**src/rtl/mem_dcache_port_arbiter_pkg.sv**
```systemverilog
// Shared definitions for the MEM-to-DCACHE port arbiter.
// Holds the uninasoc MEM bus widths, the requester id and id-FIFO entry
// types, a minimal CVA6 cache-geometry configuration record, the DCACHE
// request/response payloads, and the arbiter FSM state encoding.
package mem_dcache_port_arbiter_pkg;

   // uninasoc MEM bus
   localparam int unsigned MEM_ADDR_W = 32;
   localparam int unsigned MEM_DATA_W = 32;
   localparam int unsigned MEM_BE_W   = MEM_DATA_W / 8;

   // Requester ids are sized for the largest supported port count (4)
   localparam int unsigned MAX_PORTS = 4;
   localparam int unsigned PORT_ID_W = $clog2(MAX_PORTS);

   typedef logic [PORT_ID_W-1:0] port_id_t;

   typedef struct packed {
      port_id_t id;
   } id_entry_t;

   // Cache geometry supplied by the CVA6 configuration
   typedef struct packed {
      int unsigned DCACHE_TAG_WIDTH;
      int unsigned DCACHE_INDEX_WIDTH;
   } cva6_cfg_t;

   localparam cva6_cfg_t cva6_cfg_empty = '{DCACHE_TAG_WIDTH: 20, DCACHE_INDEX_WIDTH: 12};

   localparam int unsigned DC_TAG_W   = 20;
   localparam int unsigned DC_INDEX_W = 12;

   // DCACHE request (arbiter -> cache)
   typedef struct packed {
      logic [DC_INDEX_W-1:0] address_index;
      logic [DC_TAG_W-1:0]   address_tag;
      logic [MEM_DATA_W-1:0] data_wdata;
      logic                  data_req;
      logic                  data_we;
      logic [MEM_BE_W-1:0]   data_be;
      logic                  tag_valid;
      logic                  kill_req;
   } dcache_req_t;

   // DCACHE response (cache -> arbiter)
   typedef struct packed {
      logic                  data_gnt;
      logic                  data_rvalid;
      logic [MEM_DATA_W-1:0] data_rdata;
   } dcache_rsp_t;

   typedef enum logic {
      IDLE     = 1'b0,
      SEND_TAG = 1'b1
   } arb_state_e;

endpackage

```
**src/rtl/mem_dcache_id_fifo.sv**
```systemverilog
// Response-routing FIFO: records the requester id of every granted request
// so that in-order cache responses can be steered back to their owner.
// Ports: clk_i/rst_i (sync, active-high), push_i/data_i enqueue, pop_i
// dequeue, full_o/empty_o status, head_o oldest entry.
// A push and pop in the same cycle both take effect, also when full.
module mem_dcache_id_fifo
   import mem_dcache_port_arbiter_pkg::*;
#(
   parameter int unsigned DEPTH = 4
) (
   input  logic      clk_i,
   input  logic      rst_i,
   input  logic      push_i,
   input  id_entry_t data_i,
   input  logic      pop_i,
   output logic      full_o,
   output logic      empty_o,
   output id_entry_t head_o
);

   localparam int unsigned PTR_W = (DEPTH > 1) ? $clog2(DEPTH) : 1;
   localparam int unsigned CNT_W = PTR_W + 1;

   id_entry_t        mem_q [DEPTH];
   logic [PTR_W-1:0] wptr_q, wptr_d;
   logic [PTR_W-1:0] rptr_q, rptr_d;
   logic [CNT_W-1:0] count_q, count_d;
   logic             push_en, pop_en;

   assign full_o  = (count_q == CNT_W'(DEPTH));
   assign empty_o = (count_q == '0);
   assign head_o  = mem_q[rptr_q];

   // Pop frees a slot in the same cycle, so a full FIFO may still accept a push
   assign pop_en  = pop_i && !empty_o;
   assign push_en = push_i && (!full_o || pop_en);

   // Pointers wrap naturally at the power-of-two depth
   always_comb begin : ptr_next
      wptr_d  = wptr_q;
      rptr_d  = rptr_q;
      count_d = count_q;
      if (push_en) wptr_d = wptr_q + PTR_W'(1);
      if (pop_en)  rptr_d = rptr_q + PTR_W'(1);
      if (push_en && !pop_en)      count_d = count_q + CNT_W'(1);
      else if (pop_en && !push_en) count_d = count_q - CNT_W'(1);
   end

   always_ff @(posedge clk_i) begin : ptr_reg
      if (rst_i) begin
         wptr_q  <= '0;
         rptr_q  <= '0;
         count_q <= '0;
      end else begin
         wptr_q  <= wptr_d;
         rptr_q  <= rptr_d;
         count_q <= count_d;
      end
   end

   always_ff @(posedge clk_i) begin : mem_wr
      if (push_en) mem_q[wptr_q] <= data_i;
   end

endmodule

```
**src/rtl/mem_dcache_port_arbiter.sv**
```systemverilog
// Round-robin arbiter from NUM_PORTS uninasoc MEM requesters onto one CVA6
// DCACHE request port. A request is issued in IDLE (index phase); on grant
// the tag is latched and presented for one cycle in SEND_TAG. Granted ids
// are queued so in-order responses are routed back to their requester.
// Ports: clk_i/rst_i (sync, active-high); s_mem_* per-requester MEM bus;
// req_port_i cache response; req_port_o cache request; err_o sticky flag
// for a response that arrives with no request outstanding.
module mem_dcache_port_arbiter
   import mem_dcache_port_arbiter_pkg::*;
#(
   parameter cva6_cfg_t   CVA6Cfg         = cva6_cfg_empty,
   parameter int unsigned NUM_PORTS       = 2,
   parameter int unsigned MAX_OUTSTANDING = 4,
   parameter type         dcache_req_i_t  = dcache_req_t,
   parameter type         dcache_req_o_t  = dcache_rsp_t
) (
   input  logic                                  clk_i,
   input  logic                                  rst_i,
   input  logic [NUM_PORTS-1:0]                  s_mem_req,
   output logic [NUM_PORTS-1:0]                  s_mem_gnt,
   output logic [NUM_PORTS-1:0]                  s_mem_valid,
   input  logic [NUM_PORTS-1:0][MEM_ADDR_W-1:0]  s_mem_addr,
   input  logic [NUM_PORTS-1:0][MEM_DATA_W-1:0]  s_mem_wdata,
   input  logic [NUM_PORTS-1:0]                  s_mem_we,
   input  logic [NUM_PORTS-1:0][MEM_BE_W-1:0]    s_mem_be,
   output logic [NUM_PORTS-1:0][MEM_DATA_W-1:0]  s_mem_rdata,
   input  dcache_req_o_t                         req_port_i,
   output dcache_req_i_t                         req_port_o,
   output logic                                  err_o
);

   localparam int unsigned IDX_W = CVA6Cfg.DCACHE_INDEX_WIDTH;
   localparam int unsigned TAG_W = CVA6Cfg.DCACHE_TAG_WIDTH;

   arb_state_e       state_q, state_d;
   port_id_t         rr_ptr_q, rr_ptr_d;
   port_id_t         win_q, win_d;
   logic             lock_q, lock_d;
   logic [TAG_W-1:0] tag_q, tag_d;
   logic             err_q, err_d;

   // Requester signals widened to MAX_PORTS so they index cleanly by port_id_t
   logic [MAX_PORTS-1:0]                 req_ext, we_ext;
   logic [MAX_PORTS-1:0][MEM_ADDR_W-1:0] addr_ext;
   logic [MAX_PORTS-1:0][MEM_DATA_W-1:0] wdata_ext;
   logic [MAX_PORTS-1:0][MEM_BE_W-1:0]   be_ext;

   port_id_t  rr_win, win;
   logic      any_req, data_req, grant, tag_valid;
   logic      fifo_full, fifo_empty, fifo_pop;
   id_entry_t fifo_head;

   for (genvar p = 0; p < int'(MAX_PORTS); p++) begin : g_ext
      if (p < int'(NUM_PORTS)) begin : g_on
         assign req_ext[p]   = s_mem_req[p];
         assign we_ext[p]    = s_mem_we[p];
         assign addr_ext[p]  = s_mem_addr[p];
         assign wdata_ext[p] = s_mem_wdata[p];
         assign be_ext[p]    = s_mem_be[p];
      end else begin : g_off
         assign req_ext[p]   = 1'b0;
         assign we_ext[p]    = 1'b0;
         assign addr_ext[p]  = '0;
         assign wdata_ext[p] = '0;
         assign be_ext[p]    = '0;
      end
   end

   // First active requester at or after rr_ptr, wrapping at NUM_PORTS
   always_comb begin : rr_pick
      int unsigned cand;
      rr_win  = rr_ptr_q;
      any_req = 1'b0;
      cand    = 0;
      for (int unsigned i = 0; i < NUM_PORTS; i++) begin
         cand = 32'(rr_ptr_q) + i;
         if (cand >= NUM_PORTS) cand = cand - NUM_PORTS;
         if (!any_req && req_ext[port_id_t'(cand)]) begin
            any_req = 1'b1;
            rr_win  = port_id_t'(cand);
         end
      end
   end

   // A request left waiting for data_gnt keeps its original winner
   assign win = lock_q ? win_q : rr_win;

   always_comb begin : fsm_comb
      state_d   = state_q;
      rr_ptr_d  = rr_ptr_q;
      win_d     = win_q;
      lock_d    = 1'b0;
      tag_d     = tag_q;
      err_d     = err_q;
      data_req  = 1'b0;
      grant     = 1'b0;
      tag_valid = 1'b0;
      case (state_q)
         IDLE: begin
            data_req = (lock_q || any_req) && !fifo_full;
            grant    = data_req && req_port_i.data_gnt;
            if (grant) begin
               tag_d    = addr_ext[win][TAG_W+IDX_W-1:IDX_W];
               rr_ptr_d = ((32'(win) + 32'd1) >= NUM_PORTS) ? '0 : port_id_t'(32'(win) + 32'd1);
               state_d  = SEND_TAG;
            end else if (data_req) begin
               lock_d = 1'b1;
               win_d  = win;
            end
         end
         SEND_TAG: begin
            tag_valid = 1'b1;
            state_d   = IDLE;
         end
         default: state_d = IDLE;
      endcase
      fifo_pop = req_port_i.data_rvalid && !fifo_empty;
      if (req_port_i.data_rvalid && fifo_empty) err_d = 1'b1;
      // Outputs are quiet while reset is held
      if (rst_i) begin
         data_req  = 1'b0;
         grant     = 1'b0;
         tag_valid = 1'b0;
         fifo_pop  = 1'b0;
      end
   end

   always_ff @(posedge clk_i) begin : state_reg
      if (rst_i) begin
         state_q  <= IDLE;
         rr_ptr_q <= '0;
         win_q    <= '0;
         lock_q   <= 1'b0;
         tag_q    <= '0;
         err_q    <= 1'b0;
      end else begin
         state_q  <= state_d;
         rr_ptr_q <= rr_ptr_d;
         win_q    <= win_d;
         lock_q   <= lock_d;
         tag_q    <= tag_d;
         err_q    <= err_d;
      end
   end

   mem_dcache_id_fifo #(
      .DEPTH (MAX_OUTSTANDING)
   ) u_id_fifo (
      .clk_i   (clk_i),
      .rst_i   (rst_i),
      .push_i  (grant),
      .data_i  (id_entry_t'(win)),
      .pop_i   (fifo_pop),
      .full_o  (fifo_full),
      .empty_o (fifo_empty),
      .head_o  (fifo_head)
   );

   for (genvar p = 0; p < int'(NUM_PORTS); p++) begin : g_port
      assign s_mem_gnt[p]   = grant && (win == port_id_t'(p));
      assign s_mem_valid[p] = fifo_pop && (fifo_head.id == port_id_t'(p));
      assign s_mem_rdata[p] = req_port_i.data_rdata;
   end

   always_comb begin : req_out
      req_port_o               = '0;
      req_port_o.data_req      = data_req;
      req_port_o.address_index = DC_INDEX_W'(addr_ext[win][IDX_W-1:0]);
      req_port_o.address_tag   = DC_TAG_W'(tag_q);
      req_port_o.tag_valid     = tag_valid;
      req_port_o.data_wdata    = wdata_ext[win];
      req_port_o.data_we       = we_ext[win];
      req_port_o.data_be       = be_ext[win];
      req_port_o.kill_req      = 1'b0;
   end

   assign err_o = err_q;

endmodule
```
**config.mk**
```make
export PLATFORM = sky130hd
export DESIGN_NAME = mem_dcache_port_arbiter
export DESIGN_NICKNAME = d
export VERILOG_FILES = /design/src/rtl/mem_dcache_port_arbiter_pkg.sv /design/src/rtl/mem_dcache_id_fifo.sv /design/src/rtl/mem_dcache_port_arbiter.sv
export SDC_FILE = /design/constraint.sdc
export NUM_CORES = 1
export LEC_CHECK = 0
export ABC_CLOCK_PERIOD_IN_PS = 2850
export CORE_AREA = 5 5 119 121
export DETAILED_ROUTE_END_ITERATION = 16
export DIE_AREA = 0 0 124 126
export PLACE_DENSITY = 0.71
export SETUP_SLACK_MARGIN = 0.2
export SYNTH_ARGS = -nofsm -noshare
export SYNTH_HDL_FRONTEND = slang
export SYNTH_SLANG_ARGS = --single-unit
```
**constraint.sdc**
```tcl
create_clock -name clk_i -period 2.85 [get_ports clk_i]
set_clock_uncertainty 0.05 [all_clocks]
set_input_delay 0.57 -clock clk_i [delete_from_list [all_inputs] [get_ports clk_i]]
set_output_delay 0.57 -clock clk_i [all_outputs]
set_load 0.01 [all_outputs]
```
==> summary.md <==
| Metric | Value |
|---|---|
| Switching Share | 32.43% |
| Vias in the first global route | 3588 |
| Die area | 0.01562 mm2 |
| ANT cells | 0 |
| HP Class | register to register |
| Leading area contributor after synthesis | dfxtp_1 |
| Max-slew headroom | 42.54% |
| Setup_tns | 0 ps |
| CTS Buffer Depth | 2 |
| Final setup viols | 0 |
| Final #Nets | 737 |
| Pin slew with the least headroom to its limit | 861.0 ps |
| First-pass DRT Iterations | 4 |
| Sw Pwr | 1.007 mW |
| Critical Path End Type | primary output |
| CTS root buf | clkbuf_16 |
| Die Span Y | 126 um |
| Final WL | 13110 um |
| Area share of xor/xnor cells in the synthesized design | 1.326% |
| Initial antenna violation count | 0 |
| Avg Cell Area, Syn | 9.488 um2 |
| Mapped Cells | 348 |
| Num CTS Buffers | 5 |
| Synth Area in Adders | 3.638% |
| Number of remaining DRC errors | 0 |
| Status | finished clean |
| Die span in x | 124 um |
| Max Cap Violations | 0 |
| Type of origin of the critical path | input port |
| Leakage | 2.502 nW |
| Max Clk Rate | 377.9 MHz |
| CTS clk-pin slew, worst paths | 70 ps |
| CP max FO | 7 |
| Commonest non-fill, non-tap cells in the layout | clkdlybuf4s50_1 (161), mux2i_1 (60), nor2_1 (57) |
| Netlist cell types | 40 |
| RSZ-0062 raised after global routing | true |
| Antenna Nets Post-Route | 0 |
| Area grow syn2layout | 83.93% |
| Global-route wire length before repair | 19100 um |
| P_int | 2.098 mW |
| I/O pins | 317 |
| Kind of critical path | input port to primary output |
| Input/output buffers | 219 |
| CTS tree | built |
| Core Region | 0.01298 mm2 |
| Post-DP HPWL | 10120 um |
| Multiplexer area fraction after synthesis | 23.19% |
| #FFs+latches synth | 44 |
| Pwr Total | 3.105 mW |
| RD Place Congestion | 0.7498 |
| Number of DRC markers in iteration 0 | 76 |
| Compound-gate portion of the synthesized area | 10.27% |
| Total GRT Usage | 15.74% |
| Worst VDD drop | 0.0003793 V |
| Commonest non-fill, non-tap cell in the layout | clkdlybuf4s50_1 |
| Final hold vios | 0 |
| Largest family of logic cells by synthesized area | multiplexers |
| Seq pwr share | 26.2% |
| Syn Nets | 533 |
| Combinational share of power | 52.3% |
| WP data required | 2230 ps |
| Post-synthesis sequential area ratio | 29.10% |
| Ys Warns | 0 |
| Top cells by area, synth | dfxtp_1 (22%), mux2i_1 (22%), buf_4 (17%), edfxtp_1 (7.3%), nor2_1 (6.9%) |
| Wire per inst | 17.98 um |
| Latest clock arrival within the worst-skew pair | 280 ps |
| Htree depth | 2 |
| Share of the synthesized area in the top cell type | 21.83% |
| Initial core utilization | 25.44% |
| Routed via count | 3219 |
| Power Density | 511.3 mW/mm2 |
| Clock share of power | 21.5% |
| Final period utilization | 92.84% |
| Vias per inst | 4.416 |
| Arr. time, crit path | 2030 ps |
| Share of layout cells above drive strength 1 | 30.20% |
| Overflow after GRT | 0 |
| Post-Synth Simple-Gate Area | 12.09% |
| # clock sinks | 44 |
| Tmin final | 2646 ps |
| Post-Synthesis Cell Area | 0.003302 mm2 |
| Slew Limit Fails | 0 |
| Pin count of the biggest net entering global routing | 21 |
| Row count | 42 |
==> cells by family (layout without fill, tap and decap cells) <==
logic type / count (synthesis) / count (layout)
flops: 44 / 44
other cells: 1 / 1
mux: 74 / 74
fa+ha+maj: 9 / 9
xor+xnor: 5 / 5
buf+inv: 94 / 299
compound gates: 35 / 35
simple gates: 86 / 86
==> routing by layer <==
metal | global-route usage (%) | vias to the layer above | share of wire, %
met2 | 30.70 | 175 | 54
met1 | 16.11 | 1491 | 35
met5 | 0 | - | 0
met3 | 5.336 | 17 | 11
met4 | 2.577 | 0 | 0.95
li1 | - | 1536 | -
==> power by group through the flow <==
stage                     logic, mW  clock network (mW)  registers, mW
after floorplan               0.762                   0          0.827
after global placement         1.43                   0          0.815
after detailed placement       1.46                   0          0.821
after CTS                      1.57               0.682          0.811
after global routing           1.75               0.716          0.828
final                          1.62               0.669          0.812
==> worst paths after layout <==
kind,from,to,slack (ps),cells after the start
setup / recovery,s_mem_req[1],req_port_o[24],200,8
hold / removal,tag_q[14]$_SDFFE_PP0N_,tag_q[14]$_SDFFE_PP0N_,410,1
setup reg to reg,rr_ptr_q[0]$_SDFFE_PP0N_,u_id_fifo.count_q[2]$_SDFFE_PP0P_,330,10
hold reg to reg,tag_q[14]$_SDFFE_PP0N_,tag_q[14]$_SDFFE_PP0N_,410,1
==> cell usage after synthesis, drive strengths merged <==
cell type	n
nor2	62
a2111oi	5
and2b	1
a221oi	1
or2	1
o21ai	2
o41a	1
and2	6
a21oi	3
nor3b	2
dfxtp	36
buf	85
inv	8
nand3b	2
nor2b	3
conb	1
a21bo	1
o2bb2ai	20
clkbuf	1
nor3	3
xnor2	1
nand2b	3
or3	1
ha	8
a211oi	2
mux4	2
mux2i	72
xor2	4
fa	1
nand2	2
edfxtp	8
==> through the flow <==
stage | setup slack, ps | utilization, % | hold slack, ps | instances | instance area, um2
CTS | 111.5 | 45.35 | 419.2 | 725 | 5887
detailed placement | -488.8 | 41.64 | 399.0 | 687 | 5405
finish | 204.0 | 46.79 | 415.0 | 729 | 6073
floorplan | 203.5 | - | 415.4 | 348 | 3302
global placement | -437.5 | 41.64 | 394.2 | 687 | 5405
global route | 145.4 | 46.79 | 435.6 | 729 | 6073
==> cell type report <==
| cell class | count | area (um2) |
|---|---|---|
| Tap cell | 176 | 220.2 |
| Timing Repair Buffer | 283 | 2811 |
| Inverter | 8 | 32.53 |
| Clock buffer | 5 | 125.1 |
| Sequential cell | 44 | 972.2 |
| Fill cell | 1237 | 6907 |
| Multi-Input combinational cell | 210 | 1866 |
| Clock inverter | 3 | 46.29 |
==> timing repair <==
action                     CTS  global route
setup endpoints to repair   56            51
hold buffers                 0             0
pin swaps                    8             8
setup buffers               23             4
gates resized for setup    232            54
cloned                       7             0
==> flip-flops by register name, indices dropped and copies added (netlist names), named ones only <==
signal	flops
tag_q	20
u_id_fifo.mem_q	8
u_id_fifo.count_q	3
rr_ptr_q	2
u_id_fifo.rptr_q	2
u_id_fifo.wptr_q	2
win_q	2
err_o	1
lock_q	1
state_q	1
==> critical path, stage by stage <==
cell and delay, ps:
buf_8 110, buf_6 110, o41a_1 510, inv_4 170
buf_12 120, buf_12 110, nor2_1 40, dlygate4sd2_1 280
Note: power is estimated with default switching activity, not from simulation.
